`config.mk`:
```
export PLATFORM = sky130hd
export DESIGN_NAME = key_press_conditioner
export DESIGN_NICKNAME = d
export VERILOG_FILES = /design/src/rtl/tow_pkg.sv /design/src/rtl/key_channel.sv /design/src/rtl/key_press_conditioner.sv
export SDC_FILE = /design/constraint.sdc
export NUM_CORES = 1
export LEC_CHECK = 0
export CORE_MARGIN = 2
export CORE_UTILIZATION = 41
export DETAILED_ROUTE_END_ITERATION = 10
export PLACE_DENSITY = 0.62
export SLEW_MARGIN = 40
export SYNTH_ARGS = -nofsm -noshare
export SYNTH_HDL_FRONTEND = slang
export SYNTH_HIERARCHICAL = 1
export SYNTH_SLANG_ARGS = --single-unit
```
`constraint.sdc`:
```
create_clock -name clk -period 2.7 [get_ports clk]
set_input_delay 0.54 -clock clk [delete_from_list [all_inputs] [get_ports clk]]
set_output_delay 0.54 -clock clk [all_outputs]
set_load 0.05 [all_outputs]
```
`src/rtl/tow_pkg.sv`:
```
// Shared definitions for the tug-of-war game: debounce defaults and the
// idle level of the active-low push-buttons.
package tow_pkg;

  localparam int DEBOUNCE_DEFAULT = 16;

  typedef logic [$clog2(DEBOUNCE_DEFAULT)-1:0] db_cnt_t;

  localparam logic KEY_RELEASED = 1'b1;

endpackage : tow_pkg

```
`src/rtl/key_channel.sv`:
```
// One push-button path: input synchronizer, debounce filter, press edge and
// the pending move request that is held until a game tick consumes it.
module key_channel
  import tow_pkg::*;
#(
  parameter int DEBOUNCE_CYCLES = DEBOUNCE_DEFAULT,
  parameter int SYNC_STAGES     = 2
) (
  input  logic clk,
  input  logic reset,
  input  logic ce,
  input  logic key_n,
  output logic req,
  output logic held,
  output logic overrun_hit
);

  localparam int                CNT_W    = $clog2(DEBOUNCE_CYCLES);
  localparam logic [CNT_W-1:0]  CNT_LAST = CNT_W'(DEBOUNCE_CYCLES - 1);

  logic [SYNC_STAGES-1:0] sync_r;
  logic [CNT_W-1:0]       cnt_r;
  logic [CNT_W-1:0]       cnt_next_s;
  logic                   held_r;
  logic                   held_next_s;
  logic                   held_d_r;
  logic                   pend_r;
  logic                   pend_next_s;
  logic                   raw_pressed_s;
  logic                   press_s;
  logic                   overrun_hit_s;

  // Synchronizer chain, preset to the released level so reset never looks like a press.
  always_ff @(posedge clk) begin
    if (reset) begin
      sync_r <= {SYNC_STAGES{KEY_RELEASED}};
    end else begin
      sync_r <= {sync_r[SYNC_STAGES-2:0], key_n};
    end
  end

  assign raw_pressed_s = ~sync_r[SYNC_STAGES-1];

  // Debounce: count consecutive samples that disagree with the accepted level.
  always_comb begin
    cnt_next_s  = {CNT_W{1'b0}};
    held_next_s = held_r;
    if (raw_pressed_s == held_r) begin
      cnt_next_s = {CNT_W{1'b0}};
    end else if (cnt_r == CNT_LAST) begin
      cnt_next_s  = {CNT_W{1'b0}};
      held_next_s = ~held_r;
    end else begin
      cnt_next_s = cnt_r + CNT_W'(1);
    end
  end

  // Debounce counter, accepted level and its one-cycle-delayed copy for edge detect.
  always_ff @(posedge clk) begin
    if (reset) begin
      cnt_r    <= {CNT_W{1'b0}};
      held_r   <= 1'b0;
      held_d_r <= 1'b0;
    end else begin
      cnt_r    <= cnt_next_s;
      held_r   <= held_next_s;
      held_d_r <= held_r;
    end
  end

  assign press_s = held_r & ~held_d_r;

  // A fresh press beats a consume on the same edge; a press onto a waiting request is lost.
  always_comb begin
    pend_next_s   = pend_r;
    overrun_hit_s = 1'b0;
    if (press_s) begin
      pend_next_s   = 1'b1;
      overrun_hit_s = pend_r & ~ce;
    end else if (ce && pend_r) begin
      pend_next_s = 1'b0;
    end else begin
      pend_next_s = pend_r;
    end
  end

  // Pending request register.
  always_ff @(posedge clk) begin
    if (reset) begin
      pend_r <= 1'b0;
    end else begin
      pend_r <= pend_next_s;
    end
  end

  assign req         = pend_r;
  assign held        = held_r;
  assign overrun_hit = overrun_hit_s;

endmodule : key_channel

```
`src/rtl/key_press_conditioner.sv`:
```
// Front end for the tug-of-war light chain: two independent key channels
// turning raw active-low buttons into one L/R request per press.
module key_press_conditioner
  import tow_pkg::*;
#(
  parameter int DEBOUNCE_CYCLES = DEBOUNCE_DEFAULT,
  parameter int SYNC_STAGES     = 2
) (
  input  logic clk,
  input  logic reset,
  input  logic CE,
  input  logic key_l_n,
  input  logic key_r_n,
  output logic L,
  output logic R,
  output logic L_held,
  output logic R_held,
  output logic overrun
);

  logic l_hit_s;
  logic r_hit_s;
  logic overrun_r;

  key_channel #(
    .DEBOUNCE_CYCLES (DEBOUNCE_CYCLES),
    .SYNC_STAGES     (SYNC_STAGES)
  ) u_left (
    .clk         (clk),
    .reset       (reset),
    .ce          (CE),
    .key_n       (key_l_n),
    .req         (L),
    .held        (L_held),
    .overrun_hit (l_hit_s)
  );

  key_channel #(
    .DEBOUNCE_CYCLES (DEBOUNCE_CYCLES),
    .SYNC_STAGES     (SYNC_STAGES)
  ) u_right (
    .clk         (clk),
    .reset       (reset),
    .ce          (CE),
    .key_n       (key_r_n),
    .req         (R),
    .held        (R_held),
    .overrun_hit (r_hit_s)
  );

  // Sticky overrun flag; only reset clears it.
  always_ff @(posedge clk) begin
    if (reset) begin
      overrun_r <= 1'b0;
    end else begin
      overrun_r <= overrun_r | l_hit_s | r_hit_s;
    end
  end

  assign overrun = overrun_r;

endmodule : key_press_conditioner
```
==> key figures <==
Placed design
  – Port Buf Inserts: 9
  – Setup WS pre-CTS: 885 ps
  – GP Congestion: 0.729

Final layout
  – Multi-input logic area: 274 µm²
  – Layout area overhead: 20.6%
  – Storage element area: 380 µm²
  – Number of fill cells: 148
  – Number of inserted diodes: 0
  – Layout Nets: 84
  – Layout cells sized above 1: 14.5%

Worst setup path
  – Critical Path Start Type: register
  – Worst Setup End Kind: output pin
  – Reg2reg path depth: 4
  – Worst R2R End: u_right/cnt_r[3]$_SDFF_PP0_
  – Crit path from: u_right/held$_SDFFE_PP0P_
  – Worst R2R Setup Slack: 1400 ps
  – Crit path kind: register to output pin
  – Slowest CP cell: clkdlybuf4s50_1
  – Crit path cell chain: clkdlybuf4s50_1
  – Setup crit end: R_held
  – CP Data Required Time: 2160 ps
  – Critical path arrival: 1550 ps
  – CP max stage delay: 830 ps
  – Crit path max fanout: 5
  – FF-to-FF Start: u_right/cnt_r[0]$_SDFF_PP0_
  – CP Depth: 1
  – Worst Path Buf+Inv: 1
  – Critical path's top delay family: buffers and inverters

STA
  – Fmax: 0.479 GHz
  – Final setup viols: 0
  – Layout Skew: 3.24 ps
  – Unrepaired setup endpoints after global routing: false
  – Period utilization: 77.4%
  – Endpoints failing hold: 0
  – Relative slew slack: 67.2%
  – Minimum clock period: 2090 ps
  – Setup_tns: 0 ps
  – Pins over their slew limit: 0
  – Worst setup margin: 611 ps
  – Measured slew at the worst slew-check pin: 491 ps

Drt
  – Pre-antenna DRT Iters: 3
  – DRT Wirelength: 952 µm
  – Via/cell ratio: 4.67
  – WL met1: 504 µm
  – Top routing layer used: met4
  – Wire per inst: 10.3 µm
  – Starting DRC count in detailed routing: 4
  – WL met3: 57 µm
  – Antenna-violating nets left: 0
  – Drt drc: 0
  – Vias: 430
  – Met2 routed WL: 372 µm

Global routing
  – Grt ovf: 0
  – Largest net degree at the start of global routing: 14
  – First-pass GRT wire length: 1730 µm
  – Total Routing Usage GR: 13.0%
  – Number of global-route vias before repair: 390
  – Initial antenna violation count: 0

Floorplanning
  – Num rows: 14
  – Die width: 44.2 µm
  – Full die area: 1950 µm²
  – Core footprint: 1510 µm²
  – Die height: 44.2 µm
  – I/O Pins: 10
  – Starting Density: 43.9%

Flow run
  – Max-cap viol count: 0

Clock tree
  – Clk root buf: clkbuf_4
  – Post-cts resize count: 0
  – Hold-fix buffers, CTS: 0
  – CTS Sinks: 19
  – CTS buffer count: 3
  – Worst skew pair latency: 290 ps
  – Buffer count from post-CTS setup fixing: 0
  – CTS tree: built
  – Clock Path Buffers: 2
  – CTS H-Tree Depth: 1
  – Clock-pin slew on the worst setup and hold paths: 100 ps

Pwr
  – LEAKAGE: 0.000292 µW
  – Pwr/cell area: 553 nW/µm²
  – VDD IR max: 0.209 mV

Synthesis
  – Seq/Total Area, Yosys: 57.5%
  – Synthesized area: 662 µm²
  – Synth Net Count: 70
  – Mapped Avg Cell Area: 10.5 µm²
  – Count of unique library cells instantiated by Yosys: 15
  – Syn Inst Count: 63
  – YS warnings: 6
  – Yosys reg bits: 19

Status
  – Status: completed

Worst hold path
  – Min-delay worst type: register to register
-- cell type report --
| cell class | instances | share of cell area, % |
|---|---|---|
| Sequential cell | 19 | 47.6 |
| Inverter | 2 | 0.940 |
| Tap cell | 16 | 2.51 |
| Multi-Input combinational cell | 42 | 34.3 |
| Clock buffer | 4 | 3.29 |
| Timing Repair Buffer | 9 | 11.3 |
-- worst min path at each step --
stage | start | endpoint | slack [ps] | cells after the start
final | u_left/sync_r[0]$_SDFF_PP1_ | u_left/sync_r[1]$_SDFF_PP1_ | 420 | 1
after global placement | u_left/sync_r[0]$_SDFF_PP1_ | u_left/sync_r[1]$_SDFF_PP1_ | 390 | 1
after detailed placement | u_left/sync_r[0]$_SDFF_PP1_ | u_left/sync_r[1]$_SDFF_PP1_ | 400 | 1
after CTS | u_left/sync_r[0]$_SDFF_PP1_ | u_left/sync_r[1]$_SDFF_PP1_ | 420 | 1
after global routing | u_left/sync_r[0]$_SDFF_PP1_ | u_left/sync_r[1]$_SDFF_PP1_ | 430 | 1
after floorplan | u_left/sync_r[0]$_SDFF_PP1_ | u_left/sync_r[1]$_SDFF_PP1_ | 390 | 1
-- metrics by stage --
stage          area (µm²)  cells  total power [µW]  hold WS, ps  utilization [%]
2_1_floorplan         662     63               297          389                -
3_3_place_gp          772     88               306          391             51.2
3_5_place_dp          772     88               306          398             51.2
4_1_cts               798     92               449          423             53.0
5_1_grt               798     92               462          431             53.0
6_report              798     92               441          420             53.0
-- state kept, by name, indices dropped and copies added, names as in the netlist --
name,count
u_left/sync_r,2
u_right/req,1
u_right/held_d_r,1
overrun,1
u_right/cnt_r,4
u_left/req,1
u_left/held_d_r,1
u_left/cnt_r,4
u_left/held,1
u_right/sync_r,2
u_right/held,1
-- synthesized netlist by cell type --
library cell	instances	share of area (%)
a21oi_1	2	1.5
dfxtp_1	19	57
nand3_1	2	1.5
nor2_1	13	7.4
a211oi_1	2	2.3
or3_4	2	3.4
or2_2	4	3.8
nand2b_1	4	3.8
inv_1	2	1.1
ha_1	2	3.8
xnor2_1	2	2.6
and3_4	2	3.4
xor2_1	4	5.3
nor2b_1	2	1.9
nor3_1	1	0.76
-- placed cells by master, fill, tap and decap left out --
master,synthesis,layout
ha_1,2,2
xnor2_1,2,2
and3_4,2,2
nand3_1,2,2
a211oi_1,2,2
nand2b_1,4,4
or2_2,4,4
nor2_1,13,13
inv_1,2,2
clkbuf_4,0,3
xor2_1,4,4
clkbuf_1,0,1
or3_4,2,2
nor2b_1,2,2
nor3_1,1,1
clkdlybuf4s50_1,0,9
a21oi_1,2,2
dfxtp_1,19,19
-- metal layers --
layer	track usage, %	vias to the layer above
li1	-	230
met1	16.8	188
met2	15.9	10
met3	4.90	2
met4	12.7	0
met5	0	-
-- logic make-up (layout without fill, tap and decap cells) --
group | Yosys count | count (layout) | synth area share [%]
buffers and inverters | 2 | 15 | 1.13
and+or+nand+nor | 30 | 30 | 25.9
adders and majority gates | 2 | 2 | 3.78
xor gates and xnor gates | 6 | 6 | 7.94
AOI/OAI and AO/OA | 4 | 4 | 3.78
DFF | 19 | 19 | 57.5
-- power by group --
part | switching (µW) | internal (µW) | total, µW
Sequential | 1.69 | 284 | 286
Clock | 83.9 | 57.4 | 141
Combinational | 5.31 | 9.11 | 14.4
No activity file was read; power rests on OpenSTA's default activity.
